==> src/rtl/ring_osc_sweep_ctrl.sv <==
// Tapped ring-oscillator sequencer: steps the tap select, gates the ring on,
// counts synchronized rising edges of the divided ring output and reports per-tap counts.
module ring_osc_sweep_ctrl #(
    parameter int GATE_CYCLES   = 1024,
    parameter int SETTLE_CYCLES = 16,
    parameter int OFF_CYCLES    = 2,
    parameter int CNT_W         = 12
) (
    input  logic             clk,
    input  logic             rst_n,
    input  logic             start,
    input  logic             abort,
    input  logic             mode_sweep,
    input  logic [3:0]       tap_sel,
    output logic             ring_ena,
    output logic [3:0]       ring_tap,
    input  logic             ring_div,
    output logic             meas_valid,
    input  logic             meas_ready,
    output logic [3:0]       meas_tap,
    output logic [CNT_W-1:0] meas_count,
    output logic             meas_ovf,
    output logic             busy,
    output logic             done
);
    localparam int TMAX_GS = (GATE_CYCLES > SETTLE_CYCLES) ? GATE_CYCLES : SETTLE_CYCLES;
    localparam int TMAX    = (TMAX_GS > OFF_CYCLES) ? TMAX_GS : OFF_CYCLES;
    localparam int TW      = $clog2(TMAX + 1);

    typedef enum logic [2:0] {IDLE, OFF, SETTLE, GATE, REPORT} state_t;

    state_t           state_q, state_d;
    logic [TW-1:0]    tcnt_q, tcnt_d;
    logic [CNT_W-1:0] cnt_q, cnt_d, cnt_upd;
    logic             ovf_q, ovf_d, ovf_upd;
    logic             sweep_q, sweep_d;
    logic [3:0]       tap_q, tap_d;
    logic [3:0]       mtap_q, mtap_d;
    logic [CNT_W-1:0] mcnt_q, mcnt_d;
    logic             movf_q, movf_d;
    logic             done_q, done_d;
    logic             sync1, sync2, sync3;
    logic             rise, cnt_sat;

    assign rise    = sync2 & ~sync3;
    assign cnt_sat = &cnt_q;
    // Saturating counter: a rise arriving at all-ones marks the window as overflowed.
    assign cnt_upd = (rise && !cnt_sat) ? cnt_q + 1'b1 : cnt_q;
    assign ovf_upd = ovf_q | (rise & cnt_sat);

    always_ff @(posedge clk or negedge rst_n) begin
        if (!rst_n) begin
            state_q <= IDLE;
            tcnt_q  <= '0;
            cnt_q   <= '0;
            ovf_q   <= 1'b0;
            sweep_q <= 1'b0;
            tap_q   <= '0;
            mtap_q  <= '0;
            mcnt_q  <= '0;
            movf_q  <= 1'b0;
            done_q  <= 1'b0;
            sync1   <= 1'b0;
            sync2   <= 1'b0;
            sync3   <= 1'b0;
        end else begin
            state_q <= state_d;
            tcnt_q  <= tcnt_d;
            cnt_q   <= cnt_d;
            ovf_q   <= ovf_d;
            sweep_q <= sweep_d;
            tap_q   <= tap_d;
            mtap_q  <= mtap_d;
            mcnt_q  <= mcnt_d;
            movf_q  <= movf_d;
            done_q  <= done_d;
            sync1   <= ring_div;
            sync2   <= sync1;
            sync3   <= sync2;
        end
    end

    always_comb begin
        state_d = state_q;
        tcnt_d  = tcnt_q;
        cnt_d   = cnt_q;
        ovf_d   = ovf_q;
        sweep_d = sweep_q;
        tap_d   = tap_q;
        mtap_d  = mtap_q;
        mcnt_d  = mcnt_q;
        movf_d  = movf_q;
        done_d  = 1'b0;
        case (state_q)
            IDLE: begin
                if (start) begin
                    sweep_d = mode_sweep;
                    tap_d   = mode_sweep ? 4'd0 : tap_sel;
                    tcnt_d  = '0;
                    state_d = OFF;
                end
            end
            OFF: begin
                tcnt_d = tcnt_q + 1'b1;
                if (tcnt_q == TW'(OFF_CYCLES - 1)) begin
                    tcnt_d  = '0;
                    state_d = SETTLE;
                end
            end
            SETTLE: begin
                tcnt_d = tcnt_q + 1'b1;
                if (tcnt_q == TW'(SETTLE_CYCLES - 1)) begin
                    tcnt_d  = '0;
                    cnt_d   = '0;
                    ovf_d   = 1'b0;
                    state_d = GATE;
                end
            end
            GATE: begin
                tcnt_d = tcnt_q + 1'b1;
                cnt_d  = cnt_upd;
                ovf_d  = ovf_upd;
                // Last window cycle: publish the updated count so its rise is included.
                if (tcnt_q == TW'(GATE_CYCLES - 1)) begin
                    tcnt_d  = '0;
                    mcnt_d  = cnt_upd;
                    movf_d  = ovf_upd;
                    mtap_d  = tap_q;
                    state_d = REPORT;
                end
            end
            REPORT: begin
                if (meas_ready) begin
                    if (sweep_q && tap_q != 4'd15) begin
                        tap_d   = tap_q + 4'd1;
                        state_d = OFF;
                    end else begin
                        done_d  = 1'b1;
                        state_d = IDLE;
                    end
                end
            end
            default: state_d = IDLE;
        endcase
        // Abort beats start and any same-cycle handshake; the tap is kept.
        if (abort) begin
            state_d = IDLE;
            tcnt_d  = '0;
            cnt_d   = '0;
            ovf_d   = 1'b0;
            sweep_d = sweep_q;
            tap_d   = tap_q;
            done_d  = 1'b0;
        end
    end

    assign ring_ena   = (state_q == SETTLE) || (state_q == GATE);
    assign ring_tap   = tap_q;
    assign meas_valid = (state_q == REPORT);
    assign meas_tap   = mtap_q;
    assign meas_count = mcnt_q;
    assign meas_ovf   = movf_q;
    assign busy       = (state_q != IDLE);
    assign done       = done_q;
endmodule

==> config.mk <==
export PLATFORM = sky130hd
export DESIGN_NAME = ring_osc_sweep_ctrl
export DESIGN_NICKNAME = d
export VERILOG_FILES = /design/src/rtl/ring_osc_sweep_ctrl.sv
export SDC_FILE = /design/constraint.sdc
export NUM_CORES = 1
export LEC_CHECK = 0
export CAP_MARGIN = 0
export CORE_MARGIN = 2
export CORE_UTILIZATION = 39
export CTS_BUF_LIST = sky130_fd_sc_hd__clkbuf_4 sky130_fd_sc_hd__clkbuf_8
export CTS_CLUSTER_SIZE = 14
export DETAILED_ROUTE_END_ITERATION = 7
export GPL_ROUTABILITY_DRIVEN = 0
export GPL_TIMING_DRIVEN = 0
export PLACE_DENSITY = 0.56
export SETUP_SLACK_MARGIN = 0.15
export SLEW_MARGIN = 20
export SYNTH_ARGS = -nofsm -noshare
export SYNTH_HDL_FRONTEND = slang
export SYNTH_SLANG_ARGS = --single-unit
==> constraint.sdc <==
create_clock -name clk -period 4.6 [get_ports clk]
set_input_delay 0.92 -clock clk [delete_from_list [all_inputs] [get_ports clk]]
set_output_delay 0.92 -clock clk [all_outputs]
set_load 0.05 [all_outputs]
Word-level counts from Yosys, hierarchy flattened
Cells that the tools add are included.
Cells by class
  bitwise gates (word level): 5
  reduce and logical (&&, ||, !) cells: 16
  multiplexer cells: 30
  add/subtract/negate cells: 3
  eq/ne operators: 16
Operators by type and width (count)
  $mux W11: 5
  $pmux W11 S4: 1
  $mux W12: 3
  $pmux W12 S2: 1
  $mux W3: 6
  $mux W4: 4
  $pmux W3 S5: 1
  $add A12 B1 Y12 const B: 1
  $ne A3 B3 Y1 const B: 4
  $reduce_and A12 Y1: 1
  $add A11 B1 Y11 const B: 1
  $eq A11 B1 Y1 const B: 1
  $eq A11 B10 Y1 const B: 1
  $eq A11 B4 Y1 const B: 1
  $reduce_and A5 Y1: 2
  $pmux W4 S2: 1
  $mux W1: 7
  $eq A3 B2 Y1 const B: 2
  $reduce_and A2 Y1: 3
  $reduce_bool A3 Y1: 2
  $reduce_bool A5 Y1: 1
  $add A4 B1 Y4 const B: 1
  $ne A2 B1 Y1 const B: 2
  $ne A4 B4 Y1 const B: 1
  14 further kinds: 17
Storage, ports and cells
  input bits: 11
  word-level logic and storage cells: 83
  output and inout bits: 25
  bits in registers: 53

Logic depth before layout (Yosys ltp)
  depth in word-level cells: 6
  gate-level depth with buffers: 7
  gate-level depth less buffers: 6

Worst setup path after synthesis
OpenSTA, ideal clock, no wires.
  path kind: register to output
  start point: reg state_q[1]
  end point: out meas_valid
  setup slack: 2.281 ns
  buffers on the path: 1
  data arrival time: 1.399 ns
  required time: 3.680 ns
  stages on the path, launching flop included: 4
  cell sequence: dfrtp_1 or3b_2 clkbuf_1 inv_1
Between the ends
  longest elaborated chain between the ends: 1
RTL lines
  start: declaration: line 32  | state_t state_q, state_d;
  start signal: assignment: line 67  | state_q <= state_d;
  $eq A3 B3 Y1: line 159  | assign meas_valid = (state_q == REPORT);
  end: declaration: line 18  | output logic meas_valid,
Every way passes these cells.

Worst setup path in the final report
Same ends and word-level chain as after synthesis.

==> flow_summary.toml <==
[status]
outcome = "finished, final reports clean"

[timing]
maxSlewViolCount = 0
hold_viol = 0
totalNegativeSetupSlack_ns = 0
post-route-period-util = 0.730
tightest_slew_ns = 0.711
fin_skew_ns = 0.00592
timing.final.ws_setup_ns = 1.24
setup-violations-final = 0
clock.fmax_ghz = 0.298
relSlewSlack = 0.526
fin_crit_ns = 3.36
rsz0062_at_grt = "false"

[logic_synthesis]
seq_area_frac_synth = 0.435
syn_nets = 362
synthArstFlopShare = 1.00
synth_cells = 347
synth_top_flop_cell = "dfrtp_1"
syn_avg_cell_area_um2 = 8.78
yosysWarnings = 0
synth_cell_types = 49
synth_edf_count = 0
netlist_area_um2 = 3050
synth-seq-cells = 53

[global_routing]
grt_pass1_wl_mm = 13.0
grt_usage = 0.188
grt_max_degree = 54
overflow = 0
grt_pass1_vias = 2564
antenna_found_initial = 0

[critical_path]
cp.required_ns = 3.68
startpoint_type = "register"
endpoint_kind = "output pin"
path_class = "register to output pin"
arrival_ns = 2.44
critPathMaxFanout = 7
crit_chain = "or3b_2 -> clkbuf_1 -> inv_1 -> clkdlybuf4s50_1"
max_stage_delay_ns = 0.84
reg2reg_slack_ns = 2.35
cp_slowest_cell = "clkdlybuf4s50_1"

[floorplanning]
dieArea_um2 = 8530
rows = 32
core_um2 = 7650
pin_count = 36
die_width_um = 92.4
start_util = 0.398
dieHeight_um = 92.4

[pwr]
power_density_nw_per_um2 = 361
worst_ir_drop_vdd_uv = 179
p_leak_nw = 1.46

[clock_network]
htree_levels = 2
cts_resized = 0
post-cts-setup-buffer-count = 0
cts_sinks = 53
cts_root_buf = "clkbuf_8"
cts_buffers = 5
cts_tree = "yes"
cts.reportedPaths.clkPinSlew_ns = 0.09
clk_latency_ns = 0.31
clk_path_buf_depth = 2
ctsHoldBuffers = 0

[final_layout]
layout_commonest_cell = "dfrtp_1"
insertedDiodeCount = 0
final_cell_mix = "dfrtp_1, nand2_1, clkdlybuf4s50_1"
instances_no_fill = 492
drive_gt1_frac = 0.0692
finalNetCount = 404
final.fill_count = 771
area_delta_synth_final_pct = 19.5
stdcell_area_um2 = 3640

[hold_path]
hold_class = "register to register"

[place]
place_hpwl_mm = 5.21
numPortBuffers = 35
place_area_um2 = 3520
place_inst = 484
dpl_worst_slack_ns = 1.59

[route]
wl_per_cell_um = 15.6
drt_pre_antenna_iters = 4
drtAntennaViolNets = 0
routed_wl_mm = 7.66
dr.first_iter.drc_count = 152
vias_per_cell = 5.68
drcViolationCount = 0
vias = 2793

[flow_run]
cap_violations = 0
final timing paths:
check	startpoint	endpoint	cells past startpoint
worst max-delay path	state_q[1]$_DFFE_PN0P_	meas_valid	4
worst max register to register	tcnt_q[0]$_DFFE_PN0P_	meas_count[5]$_DFFE_PN0P_	6
worst min-delay path	sync1$_DFF_PN0_	sync2$_DFF_PN0_	0
worst min register to register	sync1$_DFF_PN0_	sync2$_DFF_PN0_	0
min in group asynchronous	rst_n	tcnt_q[1]$_DFFE_PN0P_	1
max in group asynchronous	rst_n	tcnt_q[8]$_DFFE_PN0P_	1
metrics by stage:
| step | power, mW | util | hold slack, ns |
|---|---|---|---|
| 2_1_floorplan | 0.845 | - | 0.331 |
| 3_3_place_gp | 0.980 | 0.461 | 0.336 |
| 3_5_place_dp | 0.982 | 0.461 | 0.335 |
| 4_1_cts | 1.33 | 0.476 | 0.359 |
| 5_1_grt | 1.39 | 0.476 | 0.379 |
| 6_report | 1.32 | 0.476 | 0.355 |
registers in the layout, summed over array words and instances (netlist names), 3 cells and up:
register,cells
cnt_q,12
meas_count,12
meas_tap,4
ring_tap,4
state_q,3
tcnt_q,11
critical path, delay by kind of cell, from the launching register on:
family                 cells  cell delay, ns
and+or+nand+nor            1            0.47
buffers and inverters      3            1.22
DFF                        1            0.43
synth_stat cells, types with 5 or more instances:
cell,instances,share of area
o31ai_1,6,0.015
or4_1,5,0.012
a31oi_1,20,0.041
nand2_1,38,0.047
buf_2,6,0.0099
nor4_1,5,0.010
nor2_1,23,0.028
and4_1,5,0.014
inv_1,9,0.011
nand4_1,12,0.025
clkbuf_1,18,0.022
a41oi_1,8,0.023
a21oi_1,15,0.025
nand3_1,13,0.021
nor3_1,10,0.016
dfrtp_1,53,0.44
or3_1,7,0.014
nor2b_1,5,0.010
o21ai_0,29,0.048
kinds of logic (layout without fill, tap and decap cells):
family / after synthesis / in the layout / synth area share
adders and majority gates: 4 / 4 / 0.0164
xor gates and xnor gates: 3 / 3 / 0.00863
DFF: 53 / 53 / 0.435
muxes: 2 / 2 / 0.00698
and+or+nand+nor: 147 / 147 / 0.259
AOI/OAI and AO/OA: 104 / 104 / 0.227
buffers and inverters: 34 / 77 / 0.0468
layer usage:
metal	GRT usage	part of all wire	vias to the layer above
li1	-	-	1398
met1	0.285	0.52	1338
met2	0.282	0.44	52
met3	0.0277	0.031	5
met4	0.0448	0.0097	0
met5	0	0	-
power breakdown:
| group | internal (mW) | total [mW] | switching [mW] |
|---|---|---|---|
| clock | 0.184 | 0.342 | 0.159 |
| combinational | 0.155 | 0.423 | 0.268 |
| sequential | 0.499 | 0.551 | 0.0516 |
cell type report:
cell class | count | area, um^2 | area share
multi-input cells | 260 | 1580 | 0.433
flip-flops and latches | 53 | 1330 | 0.364
repair buffers | 35 | 348 | 0.0955
well taps | 102 | 128 | 0.0350
plain buffers | 25 | 109 | 0.0299
clock buffers | 7 | 90.1 | 0.0247
inverters | 9 | 33.8 | 0.00928
clock inverters | 1 | 30.0 | 0.00824
No activity file was read; power rests on OpenSTA's default activity.
